## config.mk

```make
export PLATFORM = sky130hd
export DESIGN_NAME = id_ex_pipe
export DESIGN_NICKNAME = d
export VERILOG_FILES = /design/src/rtl/id_ex_pipe.sv
export SDC_FILE = /design/constraint.sdc
export NUM_CORES = 1
export LEC_CHECK = 0
export BUFFER_PORTS_ARGS = -buffer_cell sky130_fd_sc_hd__buf_2
export CAP_MARGIN = 40
export CORE_ASPECT_RATIO = 1.75
export CORE_MARGIN = 4
export CORE_UTILIZATION = 59
export CTS_BUF_LIST = sky130_fd_sc_hd__clkbuf_4 sky130_fd_sc_hd__clkbuf_8
export DETAILED_ROUTE_END_ITERATION = 10
export GPL_TIMING_DRIVEN = 0
export PLACE_DENSITY = 0.87
export REMOVE_ABC_BUFFERS = 1
export SYNTH_ARGS = -nofsm -noshare
export SYNTH_HDL_FRONTEND = slang
export SYNTH_SLANG_ARGS = --single-unit
```

## constraint.sdc

```tcl
create_clock -name clk -period 3 [get_ports clk]
set_input_delay 0.45 -clock clk [delete_from_list [all_inputs] [get_ports clk]]
set_output_delay 0.45 -clock clk [all_outputs]
set_load 0.005 [all_outputs]
```

## src/rtl/id_ex_pipe.sv

```systemverilog
// ID->EX pipeline register with a valid/ready handshake, a two-entry skid buffer and flush.
// An invalid output always presents the NOP bundle; a saturating counter tracks bubble cycles.
module id_ex_pipe #(
  parameter int DATA_W     = 32,
  parameter int ADDR_W     = 5,
  parameter int ALUOP_W    = 8,
  parameter int ALUSEL_W   = 3,
  parameter int NOP_ALUOP  = 0,
  parameter int NOP_ALUSEL = 0,
  parameter int CNT_W      = 32
) (
  input  logic                clk,
  input  logic                rst,
  input  logic                flush,
  input  logic                id_valid,
  output logic                id_ready,
  input  logic [ALUOP_W-1:0]  id_aluop,
  input  logic [ALUSEL_W-1:0] id_alusel,
  input  logic [DATA_W-1:0]   id_reg1,
  input  logic [DATA_W-1:0]   id_reg2,
  input  logic [ADDR_W-1:0]   id_wd,
  input  logic                id_wreg,
  output logic                ex_valid,
  input  logic                ex_ready,
  output logic [ALUOP_W-1:0]  ex_aluop,
  output logic [ALUSEL_W-1:0] ex_alusel,
  output logic [DATA_W-1:0]   ex_reg1,
  output logic [DATA_W-1:0]   ex_reg2,
  output logic [ADDR_W-1:0]   ex_wd,
  output logic                ex_wreg,
  output logic [CNT_W-1:0]    bubble_cnt
);

  localparam int BW = ALUOP_W + ALUSEL_W + 2 * DATA_W + ADDR_W + 1;
  localparam logic [ALUOP_W-1:0]  NOP_OP  = ALUOP_W'(NOP_ALUOP);
  localparam logic [ALUSEL_W-1:0] NOP_SEL = ALUSEL_W'(NOP_ALUSEL);
  localparam logic [BW-1:0] NOP_BUNDLE =
    {NOP_OP, NOP_SEL, {DATA_W{1'b0}}, {DATA_W{1'b0}}, {ADDR_W{1'b0}}, 1'b0};

  typedef enum logic [1:0] {EMPTY = 2'd0, ONE = 2'd1, TWO = 2'd2} state_t;

  state_t          state_q, state_d;
  logic [BW-1:0]   main_q, main_d;
  logic [BW-1:0]   skid_q, skid_d;
  logic [CNT_W-1:0] bubble_cnt_q, bubble_cnt_d;
  logic [BW-1:0]   in_bundle;
  logic            in_x, out_x;

  assign in_bundle = {id_aluop, id_alusel, id_reg1, id_reg2, id_wd, id_wreg};
  assign in_x      = id_valid & id_ready;
  assign out_x     = ex_valid & ex_ready;

  always_ff @(posedge clk) begin
    if (rst) begin
      state_q      <= EMPTY;
      main_q       <= NOP_BUNDLE;
      skid_q       <= '0;
      bubble_cnt_q <= '0;
    end else begin
      state_q      <= state_d;
      main_q       <= main_d;
      skid_q       <= skid_d;
      bubble_cnt_q <= bubble_cnt_d;
    end
  end

  // Next state and data-path loads; flush wins over any handshake this cycle.
  always_comb begin
    state_d = state_q;
    main_d  = main_q;
    skid_d  = skid_q;
    if (flush) begin
      state_d = EMPTY;
      main_d  = NOP_BUNDLE;
      skid_d  = '0;
    end else begin
      unique case (state_q)
        EMPTY: begin
          if (in_x) begin
            state_d = ONE;
            main_d  = in_bundle;
          end
        end
        ONE: begin
          if (in_x && out_x) begin
            main_d = in_bundle;
          end else if (in_x) begin
            state_d = TWO;
            skid_d  = in_bundle;
          end else if (out_x) begin
            state_d = EMPTY;
            main_d  = NOP_BUNDLE;
          end
        end
        TWO: begin
          if (out_x) begin
            state_d = ONE;
            main_d  = skid_q;
          end
        end
        default: begin
          state_d = EMPTY;
          main_d  = NOP_BUNDLE;
        end
      endcase
    end
  end

  always_comb begin
    bubble_cnt_d = bubble_cnt_q;
    if (state_q == EMPTY && bubble_cnt_q != {CNT_W{1'b1}})
      bubble_cnt_d = bubble_cnt_q + 1'b1;
  end

  // Handshake outputs depend on registered state only.
  always_comb begin
    id_ready = (state_q != TWO);
    ex_valid = (state_q != EMPTY);
  end

  assign {ex_aluop, ex_alusel, ex_reg1, ex_reg2, ex_wd, ex_wreg} = main_q;
  assign bubble_cnt = bubble_cnt_q;

endmodule
```

==> Yosys cells after proc, flatten, opt, wreduce, memory -nomap -nowiden <==
Index checks and enable logic that the tools add are counted.
{ "op_classes": {"shifts": 0, "div_mod_pow": 0, "reduce_logical": 8, "eq_ne": 10, "muxes": 12, "addsub": 1, "n_lt_le_gt_ge": 0, "mul": 0, "n_bitwise": 3} }
{ "ops": {"columns": ["op", "n"], "rows": [
  ["2-to-1 mux 81 bit", 5],
  ["case mux 81 bit (3 select lines)", 1],
  ["adder 32 x 1 -> 32 bit (second input constant)", 1],
  ["!= test 32 bit (second input constant)", 1],
  ["2-to-1 mux 2 bit", 5],
  ["!= test 3 bit (second input constant)", 3],
  ["!= test 2 bit (second input constant)", 4],
  ["AND reduction 4 bit", 2],
  ["case mux 2 bit (3 select lines)", 1],
  ["AND reduction 3 bit", 1],
  ["AND 1 bit", 2],
  ["equality test 2 x 1 -> 1 bit (second input constant)", 1],
  ["equality test 2 bit (second input constant)", 1],
  ["logical AND 1 bit", 2],
  ["zero test 2 bit", 1],
  ["nonzero test 2 bit", 1],
  ["OR reduction 2 bit", 1],
  ["NOT 1 bit", 1]
]} }
{ "totals": {"latchBits": 0, "regBits": 196, "memories": 0, "ramBits": 0, "mem_bits_ro": 0} }

==> Longest topological paths before layout <==
Gate-level depths: netlist (run 1).
{ "depth": {"ltp_word": 6, "mapped_depth": 8} }

==> Least setup slack after synthesis (run 1) <==
OpenSTA, ideal clock, no wires.
{ "synth_path": {"kind": "register to register", "startpoint": "register bubble_cnt_q[3] (netlist: bubble_cnt[3])", "endpoint": "register bubble_cnt_q[13] (netlist: bubble_cnt[13])", "setup_slack_ps": 897, "t_arrival_ps": 1981, "setup_ps": 121, "stages_incl_launch_ff": 8, "synth_period_minus_slack_ps": 2103, "path_cell_list": "dfxtp_1 nand4_2 or4_4 buf_6 o31ai_4 buf_6 nor4_2 mux2_4"} }
{ "synth_via": {"elab_chain_cells": 2, "word_cells_on_any_way": 3, "classes_between": "1 x add/sub; 1 x eq/ne; 1 x reduce/logical"} }
{ "synth_rtl": {"columns": ["element", "line", "text"], "rows": [
  ["from (decl)", "45", "logic [CNT_W-1:0] bubble_cnt_q, bubble_cnt_d;"],
  ["from (signal assigned)", "63", "bubble_cnt_q <= bubble_cnt_d;"],
  ["branches (longest 2 deep; another with adder 32 x 1 -> 32 bit)", null, null]
]} }
Several ways; the timed one is not identified.
A chain may end at the register's enable or synchronous reset.

==> Final worst setup path (run 1) <==
{ "layout_path": {"startpoint": "register state_q[1]", "endpoint": "output id_ready"} }
{ "layout_via": {"elab_chain_cells": 1} }
{ "layout_rtl": {"columns": ["element", "line", "text"], "rows": [
  ["from (decl)", "42", "state_t state_q, state_d;"],
  ["from (signal assigned)", "60", "state_q <= state_d;"],
  ["!= test 2 bit", "117", "id_ready = (state_q != TWO);"],
  ["to (decl)", "16", "output logic id_ready,"]
]} }
No other way between the ends.

==> impl_metrics.ini, run 1 <==
[cts]
clk_pin_slew_ps = 120
cts_tree = done
numCtsBuffers = 17
cts-root-buf = clkbuf_8
hold_buffers = 0
insertion_delay_ps = 460
clockBufferDepth = 2
cts_resized = 0
postCtsSetupRepairBufs = 0
htree_levels = 4
numClockSinks = 196

[sta]
worst_pin_slew_ps = 935
setup_viol = 0
period_share = 0.873
drv_slew = 0
maxSlewHeadroom = 0.375
maxClockFrequency_mhz = 382
min_period_ps = 2620
finalHoldViolCount = 0
rsz0062_at_grt = no
skew_ps = 20.7
setup_ws_ps = 381

[place]
dpl.cell_count = 1248
gp_congestion = 0.826
place_ws_ps = 198
dp_hpwl_mm = 15.0
port-buffer-count = 200

[cells_and_area]
fill_cells = 1056
nets = 1182
seq_area_um2 = 3920
drive_gt1_frac = 0.245
area_delta_synth_final_pct = 23.0
multi_input_area_um2 = 3750
stdcell_count = 1282

[routing]
wl_per_cell_um = 17.3
drt_iter0_markers = 580
avgViaCountPerCell = 6.01
antenna_left = 0
remaining_drc_errors = 0
dr.pass1.iters = 5
vias = 7701
drt_wl_total_mm = 22.1

[global_route]
grt_use_total = 0.283
grt_pass1_wl_mm = 35.4
grt_pass1_vias = 7384
overflow = 0
antenna_found_initial = 2
grt_max_degree = 79

[die]
row_count = 56
start_util = 0.600
fp.dieW_um = 95.9
num_io_pins = 201
coreArea_um2 = 13300
die-area_um2 = 15500
die_h_um = 162

[synthesis]
synth_edf_count = 0
yosysUniqueCellTypes = 38
synth_warnings = 0
synth.most_common_cell = dfxtp_1
synth_async_sr_flop_share = 0
synth_ff_type = dfxtp_1
synth_top_area_frac = 0.491
synth_largest_area_cell = dfxtp_1
synthTopCellsByArea = dfxtp_1 (49%), a22o_1 (8.9%), nand2_1 (8.3%), a22oi_1 (7.6%), a21oi_1 (6.3%)
ys_top_cells_by_count = dfxtp_1 (196), nand2_1 (177), nor2_1 (102)
syn_avg_cell_area_um2 = 8.49
syn_inst = 940
ys_ff_latch = 196
seq_area_frac_synth = 0.491
synth_area_um2 = 7990

[setup_path]
max_stage_delay_ps = 660
start_kind = flop
critical_path_class = reg -> out
timing.rr.start = bubble_cnt[1]$_SDFFE_PP0P_
worstPathArrival_ps = 2170
crit_fanout = 33
r2r_end = bubble_cnt[20]$_SDFFE_PP0P_
rr_worst_depth = 6
end_kind = output port
crit_end = id_ready
required_ps = 2550
startpoint = state_q[1]$_SDFFE_PP0P_
path_cells = nor2b_4, buf_12, inv_1, buf_2
r2r_slack_ps = 390
cp_slowest_cell = dfxtp_1

[min_path]
min_path_cells = 3
hold_class = in -> reg

[power]
p_leak_nw = 4.06
max-vdd-ir-drop_mv = 0.356
powerDensity_nw_per_um2 = 506

[run]
drv_cap = 0

[outcome]
outcome = finished, final reports clean
## worst min-delay path by stage
stage	from	end	slack (ps)
after floorplan	skid_q[0]$_SDFFE_PP0P_	skid_q[0]$_SDFFE_PP0P_	440
after global placement	skid_q[10]$_SDFFE_PP0P_	skid_q[10]$_SDFFE_PP0P_	440
after detailed placement	skid_q[30]$_SDFFE_PP0P_	skid_q[30]$_SDFFE_PP0P_	450
after CTS	id_reg1[12]	skid_q[50]$_SDFFE_PP0P_	200
after global routing	id_reg1[17]	skid_q[55]$_SDFFE_PP0P_	200
final	id_reg1[12]	skid_q[50]$_SDFFE_PP0P_	220
## flip-flops by register name, summed over array words and instances (netlist names)
register,cells
main_q,81
skid_q,81
bubble_cnt,32
state_q,2
## area by class of cell
| cell class | count | share of cell area |
|---|---|---|
| flip-flops and latches | 196 | 0.399 |
| multi-input cells | 651 | 0.382 |
| repair buffers | 221 | 0.152 |
| clock buffers | 17 | 0.0238 |
| well taps | 174 | 0.0222 |
| clock inverters | 14 | 0.0168 |
| inverters | 8 | 0.00306 |
| diodes | 1 | 0.000255 |
## power breakdown
group          switching, mW  leakage (nW)  total [mW]  internal (mW)
clock network           1.01         0.204        1.71          0.700
logic                  0.304          2.27       0.568          0.263
registers             0.0365          1.59        2.69           2.65
## cells in the final DEF (no fill, tap or decap), drive strengths merged, types with 9 or more instances in the layout
| cell | count |
|---|---|
| xnor2 | 11 |
| or3 | 12 |
| nor2 | 102 |
| a22o | 81 |
| dfxtp | 196 |
| nand2 | 177 |
| o21ai | 13 |
| o31ai | 9 |
| inv | 15 |
| clkbuf | 17 |
| buf | 221 |
| a22oi | 81 |
| nand4 | 10 |
| nor4 | 9 |
| a21oi | 101 |
## kinds of logic (layout without fill, tap and decap cells)
kind of cell               count (synthesis)  after routing  share of synthesized area
and+or+nand+nor                          342            342                      0.188
AOI/OAI and AO/OA                        292            292                      0.253
DFF                                      196            196                      0.491
buffers and inverters                     93            260                     0.0462
xor gates and xnor gates                  11             11                     0.0121
muxes                                      5              5                    0.00752
adders and majority gates                  1              1                    0.00157
other                                      0              1                          0
## routing by layer
layer  part of all wire  vias to the layer above  global-route usage
li1                   -                     3643                   -
met1               0.36                     3639               0.322
met2               0.52                      348               0.484
met3              0.077                       69              0.0718
met4              0.042                        2               0.138
met5            0.00032                        -                   0
## stage by stage
stage                     hold slack (ps)  cell area, um^2  setup TNS, ps  total power, mW   util
final                                 221             9820              0             4.97  0.738
after global routing                  197             9820              0             5.16  0.738
after CTS                             202             9780              0             4.98  0.735
after detailed placement              447             9380              0             3.30  0.705
after global placement                441             8860        -889410             3.23  0.666
after floorplan                       437             7650        -363150             3.02      -
## worst max-delay path, delay by kind of cell (launching register included)
kind                   cells  cell delay, ps
buffers and inverters      3             540
AND/OR/NAND/NOR            1             520
flip-flops                 1             660
Power figures use the tool's default switching activity.
==> run 2, diff against run 1 <==
PLACE_DENSITY = 0.92   (was 0.87)
==> impl_metrics.ini, run 2 (synthesized netlist as in run 1, its figures left out) <==
[power]
swShare = 0.264
max-vdd-ir-drop_mv = 0.351
power.internal_mw = 3.78
p_comb_frac = 0.107
pwr-share-seq = 0.523
clkPwrFrac = 0.370
p_leak_nw = 4.04
switchingPower_mw = 1.36
powerDensity_nw_per_um2 = 525

[die]
coreArea_um2 = 13300
fp.dieW_um = 95.9
die-area_um2 = 15500
start_util = 0.600
row_count = 56
die_h_um = 162
num_io_pins = 201

[setup_path]
r2r_slack_ps = 270
worstPathArrival_ps = 3130
critical_path_class = reg -> reg
start_kind = flop
crit_fanout = 29
required_ps = 3400
rr_worst_depth = 6
end_kind = flop
r2r_end = main_q[15]$_SDFFE_PP0P_
timing.rr.start = state_q[1]$_SDFFE_PP0P_

[sta]
skew_ps = 15.4
rsz0062_at_grt = no
period_share = 0.911
drv_slew = 0
maxSlewHeadroom = 0.437
worst_pin_slew_ps = 842
setup_viol = 0
maxClockFrequency_mhz = 366
finalHoldViolCount = 0
min_period_ps = 2730
finalSetupTns_ps = 0
setup_ws_ps = 267

[min_path]
holdPathEnd = skid_q[78]$_SDFFE_PP0P_
min_path_cells = 3
min-delay-start = id_aluop[5]
hold_class = in -> reg

[routing]
wl_met3_mm = 1.63
antenna_left = 0
drt_iter0_markers = 640
top_layer = met4
met2_wirelength_mm = 12.3
avgViaCountPerCell = 6.08
vias = 7783
wl_met1_mm = 8.30
remaining_drc_errors = 0
drt_wl_total_mm = 23.0
wl_per_cell_um = 17.9
dr.pass1.iters = 5

[cts]
numCtsBuffers = 17
clk_pin_slew_ps = 110
insertion_delay_ps = 460
postCtsSetupRepairBufs = 0
cts_resized = 0
htree_levels = 4
clockBufferDepth = 2
cts-root-buf = clkbuf_8
numClockSinks = 196
hold_buffers = 0
cts_tree = done

[place]
dpl.cell_count = 1245
port-buffer-count = 200
place_area_um2 = 9300
place_ws_ps = 144
gp_congestion = 0.830
dp_hpwl_mm = 15.3

[global_route]
grt_use_total = 0.287
overflow = 0
grt_max_degree = 79
grt_pass1_vias = 7390
antenna_found_initial = 1
grt_pass1_wl_mm = 35.5

[cells_and_area]
utilization = 0.734
stdcell_count = 1281
drive_gt1_frac = 0.243
nets = 1179
mostFrequentLayoutCell = buf_2
layout_common_cells = buf_2 (202), dfxtp_1 (196), nand2_1 (177)
area_delta_synth_final_pct = 22.4
stdcell_area_um2 = 9780

[run]
drv_cap = 0

[outcome]
outcome = finished, final reports clean
run 2: cell types whose count changed in the layout (fill, tap and decap cells not counted):
cell        delta
o21ai_2        +1
diode_2        +1
bufinv_16      +2
clkbuf_4       +1
inv_8          -1
clkinv_4       -3
nor2b_2        +1
buf_12         -2
inv_6          +1
clkinv_2       -1
clkinvlp_4     +1
clkinv_8       +1
buf_16         -3
run 2: power by group through the flow:
stage	combinational, mW	clock, mW	sequential [mW]
after global routing	0.598	2.02	2.69
after CTS	0.542	1.92	2.69
final	0.549	1.90	2.69
after floorplan	0.277	0	2.74
after global placement	0.488	0	2.74
after detailed placement	0.539	0	2.75
run 2: final cells by class:
type	instances	area [um^2]
well taps	174	218
repair buffers	216	1370
inverters	8	30.0
multi-input cells	653	3770
flip-flops and latches	196	3920
clock buffers	18	241
diodes	2	5.00
clock inverters	14	215
fillers	1009	3540
run 2: worst max-delay path: stages, from the launching register on:
cell and delay [ps]:
dfxtp_1 760, nor2b_4 550, inv_1 260, o21ai_4 580, buf_12 270, a22oi_1 120, nor2_1 120
run 2: worst max path at each step:
stage / slack [ps] / endpoint / depth (start not counted) / start
after floorplan: -4040 / main_q[0]$_SDFFE_PP0P_ / 5 / state_q[1]$_SDFFE_PP0P_
after global placement: -8360 / main_q[73]$_SDFFE_PP0P_ / 5 / state_q[1]$_SDFFE_PP0P_
after detailed placement: 140 / main_q[48]$_SDFFE_PP0P_ / 6 / state_q[1]$_SDFFE_PP0P_
after CTS: 70 / main_q[15]$_SDFFE_PP0P_ / 6 / state_q[1]$_SDFFE_PP0P_
after global routing: 100 / main_q[15]$_SDFFE_PP0P_ / 6 / state_q[1]$_SDFFE_PP0P_
final: 270 / main_q[15]$_SDFFE_PP0P_ / 6 / state_q[1]$_SDFFE_PP0P_
run 2: metrics by stage:
stage / total power, mW / hold WS, ps
after floorplan: 3.02 / 437
after global placement: 3.23 / 441
after detailed placement: 3.28 / 447
after CTS: 5.15 / 198
after global routing: 5.31 / 197
final: 5.14 / 223
run 2: metal layers:
layer,up-vias,global-route usage
met1,3721,0.320
met3,54,0.0649
met2,359,0.507
met5,-,0
li1,3649,-
met4,0,0.128
